==> src/rtl/tnn_stream_neuron.sv <==
// Streaming ternary-weight neuron: one unsigned feature per beat, signed weighted sum vs threshold.
// Latency: result registered the cycle after the final beat; N+1 cycles per frame at m_ready=1.
// Backpressure: s_ready drops while a result is pending; the result holds until m_ready.
module tnn_stream_neuron #(
  parameter  int NUM_FEATURES = 6,
  parameter  int FEAT_W       = 3,
  localparam int ACC_W        = FEAT_W + $clog2(NUM_FEATURES) + 1,
  localparam int IDX_W        = (NUM_FEATURES > 1) ? $clog2(NUM_FEATURES) : 1
) (
  input  logic                    clk,
  input  logic                    rst_n,
  input  logic                    s_valid,
  output logic                    s_ready,
  input  logic [FEAT_W-1:0]       s_feat,
  input  logic                    s_last,
  input  logic                    cfg_w_we,
  input  logic [IDX_W-1:0]        cfg_w_idx,
  input  logic [1:0]              cfg_w,
  input  logic                    cfg_t_we,
  input  logic signed [ACC_W-1:0] cfg_t,
  output logic                    busy,
  output logic                    m_valid,
  input  logic                    m_ready,
  output logic                    m_class,
  output logic signed [ACC_W-1:0] m_score,
  output logic                    m_err
);

  typedef enum logic {RUN, OUT} state_t;

  state_t                  state_q, state_d;
  logic [IDX_W-1:0]        idx_q, idx_d;
  logic signed [ACC_W-1:0] acc_q, acc_d;
  logic signed [ACC_W-1:0] thr_q, thr_d;
  logic [1:0]              w_q [NUM_FEATURES];
  logic [1:0]              w_d [NUM_FEATURES];
  logic                    m_valid_q, m_valid_d;
  logic                    m_class_q, m_class_d;
  logic signed [ACC_W-1:0] m_score_q, m_score_d;
  logic                    m_err_q, m_err_d;

  logic signed [ACC_W-1:0] feat_ext;
  logic signed [ACC_W-1:0] term;
  logic signed [ACC_W-1:0] sum;
  logic                    idx_last;
  logic                    cfg_open;
  logic                    cfg_idx_ok;

  assign s_ready    = (state_q == RUN);
  assign busy       = (idx_q != '0) || (state_q == OUT);
  assign m_valid    = m_valid_q;
  assign m_class    = m_class_q;
  assign m_score    = m_score_q;
  assign m_err      = m_err_q;

  assign idx_last   = (idx_q == IDX_W'(NUM_FEATURES - 1));
  assign cfg_open   = !busy;
  assign cfg_idx_ok = ({1'b0, cfg_w_idx} < (IDX_W + 1)'(NUM_FEATURES));
  assign feat_ext   = {{(ACC_W - FEAT_W){1'b0}}, s_feat};
  assign sum        = acc_q + term;

  // Code 10 is reserved and contributes nothing, same as 00.
  always_comb begin
    term = '0;
    case (w_q[idx_q])
      2'b01:   term = feat_ext;
      2'b11:   term = -feat_ext;
      default: term = '0;
    endcase
  end

  always_comb begin
    state_d   = state_q;
    idx_d     = idx_q;
    acc_d     = acc_q;
    thr_d     = thr_q;
    w_d       = w_q;
    m_valid_d = m_valid_q;
    m_class_d = m_class_q;
    m_score_d = m_score_q;
    m_err_d   = m_err_q;

    // Config lands only between frames; a first beat in the same cycle still sees the old values.
    if (cfg_open && cfg_t_we) thr_d = cfg_t;
    if (cfg_open && cfg_w_we && cfg_idx_ok) w_d[cfg_w_idx] = cfg_w;

    case (state_q)
      RUN: begin
        if (s_valid) begin
          if (s_last || idx_last) begin
            m_score_d = sum;
            m_class_d = (sum >= thr_q);
            m_err_d   = (s_last != idx_last);
            m_valid_d = 1'b1;
            state_d   = OUT;
            acc_d     = '0;
            idx_d     = '0;
          end else begin
            acc_d = sum;
            idx_d = idx_q + IDX_W'(1);
          end
        end
      end
      OUT: begin
        if (m_ready) begin
          m_valid_d = 1'b0;
          state_d   = RUN;
        end
      end
      default: state_d = RUN;
    endcase
  end

  always_ff @(posedge clk or negedge rst_n) begin
    if (!rst_n) begin
      state_q   <= RUN;
      idx_q     <= '0;
      acc_q     <= '0;
      thr_q     <= '0;
      m_valid_q <= 1'b0;
      m_class_q <= 1'b0;
      m_score_q <= '0;
      m_err_q   <= 1'b0;
      for (int i = 0; i < NUM_FEATURES; i++) w_q[i] <= 2'b00;
    end else begin
      state_q   <= state_d;
      idx_q     <= idx_d;
      acc_q     <= acc_d;
      thr_q     <= thr_d;
      m_valid_q <= m_valid_d;
      m_class_q <= m_class_d;
      m_score_q <= m_score_d;
      m_err_q   <= m_err_d;
      for (int i = 0; i < NUM_FEATURES; i++) w_q[i] <= w_d[i];
    end
  end

endmodule
==> config.mk <==
export PLATFORM = sky130hd
export DESIGN_NAME = tnn_stream_neuron
export DESIGN_NICKNAME = d
export VERILOG_FILES = /design/src/rtl/tnn_stream_neuron.sv
export SDC_FILE = /design/constraint.sdc
export NUM_CORES = 1
export LEC_CHECK = 0
export BUFFER_PORTS_ARGS = -buffer_cell sky130_fd_sc_hd__buf_4
export CAP_MARGIN = 20
export CORE_MARGIN = 5
export CORE_UTILIZATION = 51
export DETAILED_ROUTE_END_ITERATION = 10
export PLACE_DENSITY = 0.79
export SLEW_MARGIN = 10
export SYNTH_ARGS = -nofsm -noshare
export SYNTH_HDL_FRONTEND = slang
export SYNTH_SLANG_ARGS = --single-unit
==> constraint.sdc <==
create_clock -name clk -period 3.73 [get_ports clk]
set_input_delay 0 -clock clk [delete_from_list [all_inputs] [get_ports clk]]
set_output_delay 0 -clock clk [all_outputs]
set_load 0.1 [all_outputs]
==> impl_metrics.tcl, run 1 <==
set metrics [dict create \
    status "finished, violations left" \
    violations "setup timing" \
    pwr-share-comb 0.601 \
    async_flop_share 1.000 \
    cap_violations 0 \
    p_leak_nw 1.405 \
    drt_iter0_drc 94 \
    synthToLayoutAreaGrowth_pct 29.64 \
    crit_type "reg2reg" \
    cts_made_buffers 5 \
    synthDistinctLibCells 34 \
    worst_hold_slack_ns 0.1259 \
    syn_area_sq_um 2200 \
    critPathCaptureType "flip-flop" \
    insertion_delay_ns 0.28 \
    grt_pass1_wl_um 8390 \
    final-max-slew-violation-count 0 \
    drc 0 \
    crit_path_max_incr_delay_ns 0.55 \
    dp.final_hpwl_um 3621 \
    track_usage 0.1938 \
    synth_seq_cells 40 \
    ys.warnings.count 0 \
    cts.sinks 40 \
    pwr-share-clk 0.115 \
    setup_tns_ns -0.02572 \
    coreArea_sq_um 4086 \
    ir_drop_mv 0.6861 \
    htreeDepth 2 \
    initial_core_util 0.5383 \
    sequentialPowerShare 0.284 \
    slowest_stage "mux4_2" \
    cp.required_ns 3.90 \
    die_x_um 75.68 \
    synth_edf_count 0 \
    switching_share 0.4588 \
    hold_violations 0 \
    ant_nets 0 \
    netlist_instances 218 \
    power_density_nw_per_um2 886.9 \
    met2_usage 0.3126 \
    arrival_ns 3.93 \
    hold_class "in2reg" \
    final-setup-viol-count 1 \
    crit_path_start_kind "flip-flop" \
    antenna_found_initial 0 \
    row_count 23 \
    avgRoutedWirePerCell_um 15.03 \
    regToRegSetupSlack_ns -0.03 \
    dieArea_sq_um 5727 \
    dp.cells 306 \
    ioPinCount 34 \
    cp_max_fo 4 \
    grt-ovfl-total 0 \
    fin_ws_ns -0.02572 \
    critPathTopFamily "compound AO/OA/AOI/OAI gates" \
    n_antenna_cell 0 \
    port_buffers 33 \
    die_height_um 75.68 \
    first_global_vias 1844 \
    worstMarginPinSlew_ns 0.5578 \
    nNetsFinal 318 \
    fmax_mhz 266.3 \
    routed_via_density 5.394 \
    cts.clk_slew.worst_paths_ns 0.08 \
    drive_above_1_share 0.2960 \
    period_share 1.007 \
    internal_power_mw 1.369 \
    grtUsageMet3 0.04090 \
    ys_dominant_reg_cell "dfrtp_1" \
    crit_buf_inv 2 \
    final_cells 327 \
    synth_seq_area_share 0.4551 \
    clock_path_buffers 2 \
    top_usage_layer "met2" \
    syn_avg_cell_area_sq_um 10.09 \
    gp_congestion 0.8334 \
    wirelength_um 4916 \
    fin_crit_ns 3.756 \
    finalClockSkew_ns 0.007457 \
    use_met1 0.2611 \
    cp_cell_sequence "mux4_2 -> a21oi_4 -> mux2i_1 -> nor2_1 -> ha_1 -> a211oi_2 -> o21bai_1 -> a21oi_1 -> xnor2_1 -> xnor2_2 -> inv_1 -> ha_4 -> inv_2 -> a2111oi_4 -> o21ai_1 -> a22o_1" \
    power_switching_mw 1.160 \
    dr.pass1.iters 4 \
    max_slew_margin 0.6271 \
    vias 1764 \
    power_mw 2.529 \
    synth_fp_nets 260 \
    grt_max_degree 41 \
    rsz0062_at_grt "yes" \
    cts_tree "yes" \
    cts_root_buffer "clkbuf_8" \
]
-- placed cells by master (no fill, tap or decap), types with 2 or more instances in the layout --
| cell | count |
|---|---|
| dlygate4sd3_1 | 11 |
| a21o_1 | 3 |
| o21ai_1 | 4 |
| nand2_1 | 39 |
| clkinv_2 | 2 |
| clkbuf_8 | 6 |
| o31ai_1 | 2 |
| o21ai_0 | 18 |
| dfrtp_1 | 39 |
| ha_4 | 2 |
| a21oi_1 | 4 |
| buf_4 | 44 |
| and3_1 | 2 |
| mux2_2 | 13 |
| nand3_1 | 2 |
| nand3b_1 | 3 |
| a22o_1 | 3 |
| ha_1 | 17 |
| inv_1 | 21 |
| o21bai_1 | 2 |
| mux4_2 | 2 |
| mux2i_1 | 3 |
| nand2b_1 | 2 |
| nor2_1 | 10 |
| a21oi_2 | 3 |
| nor3b_1 | 2 |
| xnor2_1 | 3 |
-- worst reg2reg max path, delay by kind of cell (launching register included) --
family / cells / cell delay (ns)
buf+inv: 2 / 0.14
simple gates: 1 / 0.07
fa+ha+maj: 2 / 0.62
xor+xnor: 2 / 0.40
flops: 1 / 0.41
mux: 2 / 0.76
compound gates: 7 / 1.24
-- registers in the layout, indices dropped and copies added, names as in the netlist --
register and cells:
idx_q 3, m_valid 1, w_q 12, thr_q 7, m_class 1, m_score 7, m_err 1, state_q 1
acc_q 7
-- kinds of logic after synthesis --
kind of cell               Yosys count  synth area share
buffers and inverters               26           0.04778
xor gates and xnor gates             5           0.02333
muxes                               19            0.1052
AOI/OAI and AO/OA                   45            0.1246
adders and majority gates           20            0.1172
and+or+nand+nor                     63            0.1268
DFF                                 40            0.4551
-- layer usage --
layer | routed length, um | share of wire | vias to the layer above
met5 | 0 | 0 | -
met4 | 108 | 0.022 | 0
met3 | 284 | 0.058 | 11
met2 | 2324 | 0.47 | 47
met1 | 2198 | 0.45 | 851
li1 | - | - | 855
-- worst paths after layout --
check | startpoint | to | depth (start not counted)
min reg2reg | m_score[4]$_DFFE_PN0P_ | m_score[4]$_DFFE_PN0P_ | 2
min | s_last | m_err$_DFFE_PN0P_ | 5
min in group asynchronous | rst_n | thr_q[5]$_DFFE_PN0P_ | 2
max reg2reg | idx_q[0]$_DFFE_PN0P_ | m_class$_DFFE_PN0P_ | 16
max in group asynchronous | rst_n | idx_q[0]$_DFFE_PN0P_ | 2
max | idx_q[0]$_DFFE_PN0P_ | m_class$_DFFE_PN0P_ | 16
-- through the flow --
| stage | util | cell area (sq um) | worst slack (ns) |
|---|---|---|---|
| 2_1_floorplan | - | 2215 | 0.01055 |
| 3_3_place_gp | 0.6289 | 2570 | 0.02007 |
| 3_5_place_dp | 0.6289 | 2570 | -0.1243 |
| 4_1_cts | 0.6837 | 2794 | 0.003782 |
| 5_1_grt | 0.6978 | 2851 | -0.2220 |
| 6_report | 0.6978 | 2851 | -0.02572 |
-- power by group through the flow --
| stage | Combinational [mW] | Sequential, mW | Clock, mW |
|---|---|---|---|
| 2_1_floorplan | 0.680 | 0.996 | 0 |
| 3_3_place_gp | 1.29 | 0.718 | 0 |
| 3_5_place_dp | 1.32 | 0.723 | 0 |
| 4_1_cts | 1.39 | 0.715 | 0.296 |
| 5_1_grt | 1.65 | 0.739 | 0.312 |
| 6_report | 1.52 | 0.719 | 0.291 |
-- area by class of cell --
cell class / count / area, sq um
clock buffer: 6 / 82.58
clock inverter: 2 / 10.01
fill: 313 / 1235
inverter: 22 / 82.58
multi-input combinational: 152 / 1171
sequential: 40 / 1002
tap: 50 / 62.56
timing repair buffer: 55 / 440.4
-- cells in the mapped netlist (2+ instances only) --
cell	instances	area (sq um)
and3_1	2	12.51
mux2_2	13	146.4
nand2_1	39	146.4
ha_1	19	237.7
inv_1	22	82.58
nand2b_1	2	12.51
dfrtp_1	40	1001
mux2i_1	4	40.04
nand3b_1	3	22.52
mux4_2	2	45.04
o31ai_1	2	15.01
o21ai_1	2	10.01
a21oi_1	8	40.04
nor2_1	10	37.54
xnor2_1	3	26.28
nor3b_1	2	15.01
clkbuf_1	3	11.26
a22o_1	3	26.28
a21o_1	3	22.52
o21ai_0	20	100.1
o21bai_1	2	15.01
nand3_1	2	10.01
-- what timing repair did --
| action | in CTS | in global routing |
|---|---|---|
| resized for setup | 3 | 9 |
| hold buffers | 11 | 0 |
| endpoints found under the setup margin | 1 | 1 |
| pin swaps | 2 | 12 |
| buffers inserted | 1 | 1 |
| endpoints found under the hold margin | 55 | 0 |
Note: power is estimated with default switching activity, not from simulation.
==> inputs of run 2 (changes only) <==
Settings changed: ABC_AREA from default to 1, PLACE_DENSITY 0.79 to 0.78.
==> run 2 against run 1 <==
  * The run now ends clean
  * Final area decreased by 3.0%
  * Worst setup slack improved by 0.46 ns
  * First-iteration DRC count increased by 47%
  * Non-clock buffer count decreased by 13
==> impl_metrics.tcl, run 2 <==
set metrics [dict create \
    final_cells 384 \
    coreArea_sq_um 4354 \
    largest_register_ffs 12 \
    cts_tree "yes" \
    synth_common_cells "nand2_1, inv_1, dfrtp_1, o21ai_0, ha_1" \
    vias 1930 \
    fmax_mhz 303.2 \
    power_mw 2.293 \
    port_buffers 33 \
    critPathCaptureType "flip-flop" \
    cap_violations 0 \
    ys.warnings.count 0 \
    avgRoutedWirePerCell_um 12.31 \
    hold_violations 0 \
    synth_seq_cells 40 \
    track_usage 0.1729 \
    met2_usage 0.2954 \
    drc 0 \
    cts.sinks 40 \
    layout_commonest_cell "nand2_1" \
    first_global_vias 1915 \
    cts_made_buffers 5 \
    yosysMostFrequentCell "nand2_1" \
    arrival_ns 3.48 \
    worstMarginPinSlew_ns 0.5598 \
    syn_avg_cell_area_sq_um 8.018 \
    nNetsFinal 373 \
    grt_max_degree 41 \
    power_density_nw_per_um2 829.3 \
    fillers 382 \
    status "finished, final reports clean" \
    synth_seq_area_share 0.4396 \
    dp_slack_ns 0.4478 \
    grtUsageMet3 0.04333 \
    dp.cells 367 \
    layout.cells.most_common_list "nand2_1, inv_1, dfrtp_1" \
    cp.required_ns 3.91 \
    hold_class "in2reg" \
    cts_resized 0 \
    ir_drop_mv 0.4832 \
    dpl_cell_area_sq_um 2581 \
    worst_hold_slack_ns 0.05717 \
    synth_fp_nets 326 \
    wirelength_um 4726 \
    use_met1 0.2247 \
    synth_edf_count 0 \
    crit_path_start_kind "flip-flop" \
    async_flop_share 1.000 \
    p_leak_nw 1.530 \
    rsz0062_at_grt "no" \
    final_util 0.6351 \
    top_usage_layer "met2" \
    dieArea_sq_um 5901 \
    gp_congestion 0.8433 \
    syn_area_sq_um 2277 \
    finalClockSkew_ns 0.006085 \
    drt_iter0_drc 138 \
    ant_nets 0 \
    period_share 0.8843 \
    ys_dominant_reg_cell "dfrtp_1" \
    die_x_um 76.82 \
    synth_top_area_frac 0.4396 \
    insertion_delay_ns 0.29 \
    stdcell_area_sq_um 2765 \
    regArea_sq_um 1001 \
    dp.final_hpwl_um 3709 \
    multiInputGateArea_sq_um 1095 \
    row_count 24 \
    netlist_instances 284 \
    synthToLayoutAreaGrowth_pct 21.43 \
    routed_via_density 5.026 \
    clock_path_buffers 2 \
    fin_ws_ns 0.4315 \
    largest-register "w_q" \
    cts_root_buffer "clkbuf_8" \
    synth_top_cells_by_area "dfrtp_1, nand2_1, ha_1, inv_1, o21ai_0" \
    n_antenna_cell 0 \
    fin_crit_ns 3.299 \
    drive_above_1_share 0.1657 \
    dr.pass1.iters 4 \
    cts.clk_slew.worst_paths_ns 0.08 \
    final-setup-viol-count 0 \
    final-max-slew-violation-count 0 \
    synthDistinctLibCells 29 \
    max_slew_margin 0.6257 \
    initial_core_util 0.5230 \
    grt-ovfl-total 0 \
    grt_pass1_wl_um 8507 \
    crit_type "reg2reg" \
    cp_max_fo 9 \
    antenna_found_initial 0 \
    setup_tns_ns 0 \
    htreeDepth 2 \
    ioPinCount 34 \
    die_height_um 76.82 \
    yosysTopAreaCell "dfrtp_1" \
]
[run 2: cell types whose count changed after synthesis, moves of 4 or more]
cell / change
nor2_1: +5
nand2_1: +36
nand4_1: +7
a21oi_1: +5
o21ai_0: +8
nand2_2: +4
nand3_1: +12
inv_1: +22
mux2i_1: -4
mux2_2: -12
[run 2: what timing repair did]
action                    4_1_cts  5_1_grt
setup buffers                   0        0
hold endpoints to repair       49        0
hold buffers                    9        0
[run 2: critical path, stage by stage, from the launching register on]
cell,delay [ns]
dfrtp_1,0.49
inv_2,0.13
nand2_1,0.08
nand3_1,0.07
nand2_1,0.09
nand2_2,0.06
nand2_2,0.10
nand3_1,0.10
o21ai_0,0.33
ha_1,0.30
nand3_1,0.08
nand2_1,0.06
nand2_1,0.08
a21oi_1,0.08
o21ai_0,0.26
and2_1,0.18
ha_1,0.23
nand2_1,0.07
a21oi_1,0.06
nor2_1,0.09
nand4_1,0.11
o21ai_0,0.08
inv_1,0.05
[run 2: path summary, 6_finish.rpt]
| kind | from | endpoint | slack (ns) | cells past startpoint |
|---|---|---|---|---|
| min | cfg_w[1] | w_q[7]$_DFFE_PN0P_ | 0.06 | 3 |
| max in group asynchronous | rst_n | w_q[1]$_DFFE_PN0P_ | 3.17 | 2 |
| max | idx_q[0]$_DFFE_PN0P_ | m_class$_DFFE_PN0P_ | 0.43 | 22 |
| min reg2reg | m_score[5]$_DFFE_PN0P_ | m_score[5]$_DFFE_PN0P_ | 0.48 | 2 |
| min in group asynchronous | rst_n | thr_q[5]$_DFFE_PN0P_ | 0.21 | 2 |
| max reg2reg | idx_q[0]$_DFFE_PN0P_ | m_class$_DFFE_PN0P_ | 0.43 | 22 |
[run 2: routing by layer]
| metal | vias to the layer above | routed length [um] |
|---|---|---|
| li1 | 999 | - |
| met1 | 884 | 2196 |
| met2 | 44 | 2329 |
| met3 | 3 | 188 |
| met4 | 0 | 12 |
| met5 | - | 0 |
[run 2: cell families after synthesis]
family | count (synthesis) | synth area share
fa+ha+maj | 20 | 0.1132
flops | 40 | 0.4396
simple gates | 126 | 0.2456
mux | 1 | 0.004945
buf+inv | 48 | 0.07967
compound gates | 47 | 0.1093
xor+xnor | 2 | 0.007694
[run 2: final cells by class]
type	count	area share
Sequential cell	40	0.3620
Multi-Input combinational cell	196	0.3959
Timing Repair Buffer	42	0.1222
Tap cell	52	0.02353
Clock buffer	7	0.03122
Clock inverter	1	0.002715
Inverter	46	0.06244
[run 2: power breakdown]
part           internal (mW)  total (mW)  switching, mW  leakage [nW]
Sequential             0.606       0.706         0.0998         0.504
Clock                  0.150       0.302          0.152        0.0445
Combinational          0.400        1.29          0.886         0.981
Total                   1.16        2.29           1.14          1.53
==> inputs of run 3 (changes only) <==
Settings changed: CORE_UTILIZATION 51 to 35, PLACE_DENSITY 0.78 to 0.58, RECOVER_POWER from default to 100.
==> run 3 against run 2 <==
  * Flip-flop and latch count is the same
  * The run now ends with capacitance limit, slew limit left
  * Utilization is 21 points lower
  * First-iteration DRC count fell by 36%
  * Global-route usage is 3.5 points lower
  * Worst hold slack improved by 0.0067 ns
  * Register-to-register slack gained 0.05 ns
==> impl_metrics.tcl, run 3 (synthesis results as in run 2) <==
set metrics [dict create \
    status "finished, violations left" \
    violations "capacitance limit, slew limit" \
    worst_hold_slack_ns 0.06391 \
    routed_via_density 4.711 \
    n_antenna_cell 0 \
    largest-register "w_q" \
    dr.pass1.iters 6 \
    cap_violations 1 \
    max_slew_margin -0.4521 \
    crit_path_max_incr_delay_ns 0.46 \
    setup_tns_ns 0 \
    fmax_mhz 307.6 \
    ir_drop_mv 0.4432 \
    pwr-share-clk 0.124 \
    rr_startpoint "idx_q[0]$_DFFE_PN0P_" \
    cts.clk_slew.worst_paths_ns 0.08 \
    critPathLaunch "idx_q[0]$_DFFE_PN0P_" \
    row_count 29 \
    final-setup-viol-count 0 \
    antenna_found_initial 0 \
    port_buffers 33 \
    switching_share 0.5080 \
    ant_nets 0 \
    power_density_nw_per_um2 810.4 \
    die_x_um 90.66 \
    largest_register_ffs 12 \
    power_switching_mw 1.122 \
    grt_pass1_wl_um 9342 \
    period_share 0.8715 \
    critPathCaptureType "flip-flop" \
    hold_violations 0 \
    nNetsFinal 373 \
    wirelength_um 5044 \
    r2r_cells 24 \
    final_util 0.4292 \
    crit_type "reg2reg" \
    drc 0 \
    finalClockSkew_ns 0.006756 \
    coreArea_sq_um 6350 \
    regToRegSetupSlack_ns 0.48 \
    htreeDepth 2 \
    cts_root_buffer "clkbuf_8" \
    arrival_ns 3.43 \
    vias 1922 \
    cp_max_fo 9 \
    dp.final_hpwl_um 3973 \
    cts.sinks 40 \
    rsz0062_at_grt "no" \
    worstMarginPinSlew_ns 2.178 \
    final-max-slew-violation-count 41 \
    sequentialPowerShare 0.318 \
    cp_cell_sequence "inv_2 -> nand2_1 -> nand3_1 -> nand2_1 -> nand2_1 -> nand2_2 -> nand2_4 -> inv_1 -> nand2_1 -> o21ai_0 -> ha_1 -> a21oi_1 -> nand2_1 -> nand2_1 -> a21oi_1 -> o21ai_0 -> and2_1 -> ha_1 -> nand2_1 -> a21oi_1 -> nor2_1 -> nand4_1 -> o21ai_0 -> inv_1" \
    slowest_stage "dfrtp_2" \
    crit_path_frequent_cell "nand2_1" \
    layout_commonest_cell "nand2_1" \
    layout.cells.most_common_list "nand2_1, inv_1, dfrtp_1" \
    cts_made_buffers 5 \
    track_usage 0.1376 \
    hold_class "in2reg" \
    ioPinCount 34 \
    avgRoutedWirePerCell_um 12.36 \
    gp_congestion 0.8978 \
    cp.required_ns 3.91 \
    internal_power_mw 1.087 \
    dpl_cell_area_sq_um 2613 \
    drive_above_1_share 0.1178 \
    die_height_um 90.66 \
    initial_core_util 0.3586 \
    post_cts_buffers 0 \
    crit_path_start_kind "flip-flop" \
    p_leak_nw 1.474 \
    cts_tree "yes" \
    dieArea_sq_um 8219 \
    drt_iter0_drc 88 \
    synthToLayoutAreaGrowth_pct 19.67 \
    grt-ovfl-total 0 \
    stdcell_area_sq_um 2725 \
    endpoint "m_class$_DFFE_PN0P_" \
    fin_crit_ns 3.251 \
    insertion_delay_ns 0.29 \
    grt_max_degree 41 \
    clock_path_buffers 2 \
    r2r-end "m_class$_DFFE_PN0P_" \
    min_from "cfg_w[0]" \
    pwr-share-comb 0.557 \
    first_global_vias 2027 \
]
[run 3: cell types whose count changed in the layout (fill, tap and decap cells not counted), sizes merged]
cell,change
clkinv,+1
buf,-13
clkinvlp,-1
clkbuf,+12
[run 3: layout make-up]
| class | instances | area [sq um] |
|---|---|---|
| Multi-Input combinational cell | 196 | 1087 |
| Inverter | 46 | 172.7 |
| Timing Repair Buffer | 42 | 289.0 |
| Clock inverter | 1 | 5.005 |
| Tap cell | 77 | 96.34 |
| Fill cell | 642 | 3625 |
| Clock buffer | 6 | 72.57 |
| Sequential cell | 40 | 1002 |
[run 3: how the worst min path moves through the flow]
| stage | end | slack, ns | cells after the start |
|---|---|---|---|
| 3_5_place_dp | thr_q[6]$_DFFE_PN0P_ | 0.02 | 1 |
| 2_1_floorplan | acc_q[0]$_DFFE_PN0P_ | -0.30 | 0 |
| 3_3_place_gp | thr_q[6]$_DFFE_PN0P_ | 0.01 | 1 |
| 5_1_grt | w_q[7]$_DFFE_PN0P_ | 0.07 | 4 |
| 4_1_cts | w_q[6]$_DFFE_PN0P_ | 0.06 | 4 |
| 6_report | w_q[0]$_DFFE_PN0P_ | 0.06 | 3 |
[run 3: what timing repair did]
action / CTS / global route
endpoints found under the setup margin: 0 / 1
hold buffers: 9 / 0
resized for setup: 0 / 1
hold endpoints to repair: 49 / 0
[run 3: critical path: cells and delay by family (launching register included)]
kind	cells	cell delay (ns)
and+or+nand+nor	13	1.14
adders and majority gates	2	0.59
DFF	1	0.46
buffers and inverters	3	0.24
AOI/OAI and AO/OA	6	0.71
[run 3: power groups by stage]
stage               clock (mW)  combinational [mW]  sequential (mW)
global route             0.307                1.40            0.729
global placement             0                1.27            0.709
detailed placement           0                1.29            0.711
finish                   0.275                1.23            0.703
floorplan                    0               0.715            0.980
CTS                      0.288                1.30            0.704
[run 3: per-stage QoR]
step                total power, mW  setup WS, ns  std cells
finish                        2.208        0.4793        408
global route                  2.441       0.02948        408
CTS                           2.290        0.4184        408
detailed placement            1.996        0.4440        392
global placement              1.981        0.5268        392
floorplan                     1.694        0.7603        284
[run 3: layer usage]
metal  global-route usage  part of all wire  vias up
li1                     -                 -     1003
met1               0.1721              0.45      882
met2               0.2355              0.50       31
met5                    0                 0        -
met3              0.03833             0.034        6
met4              0.02978            0.0091        0
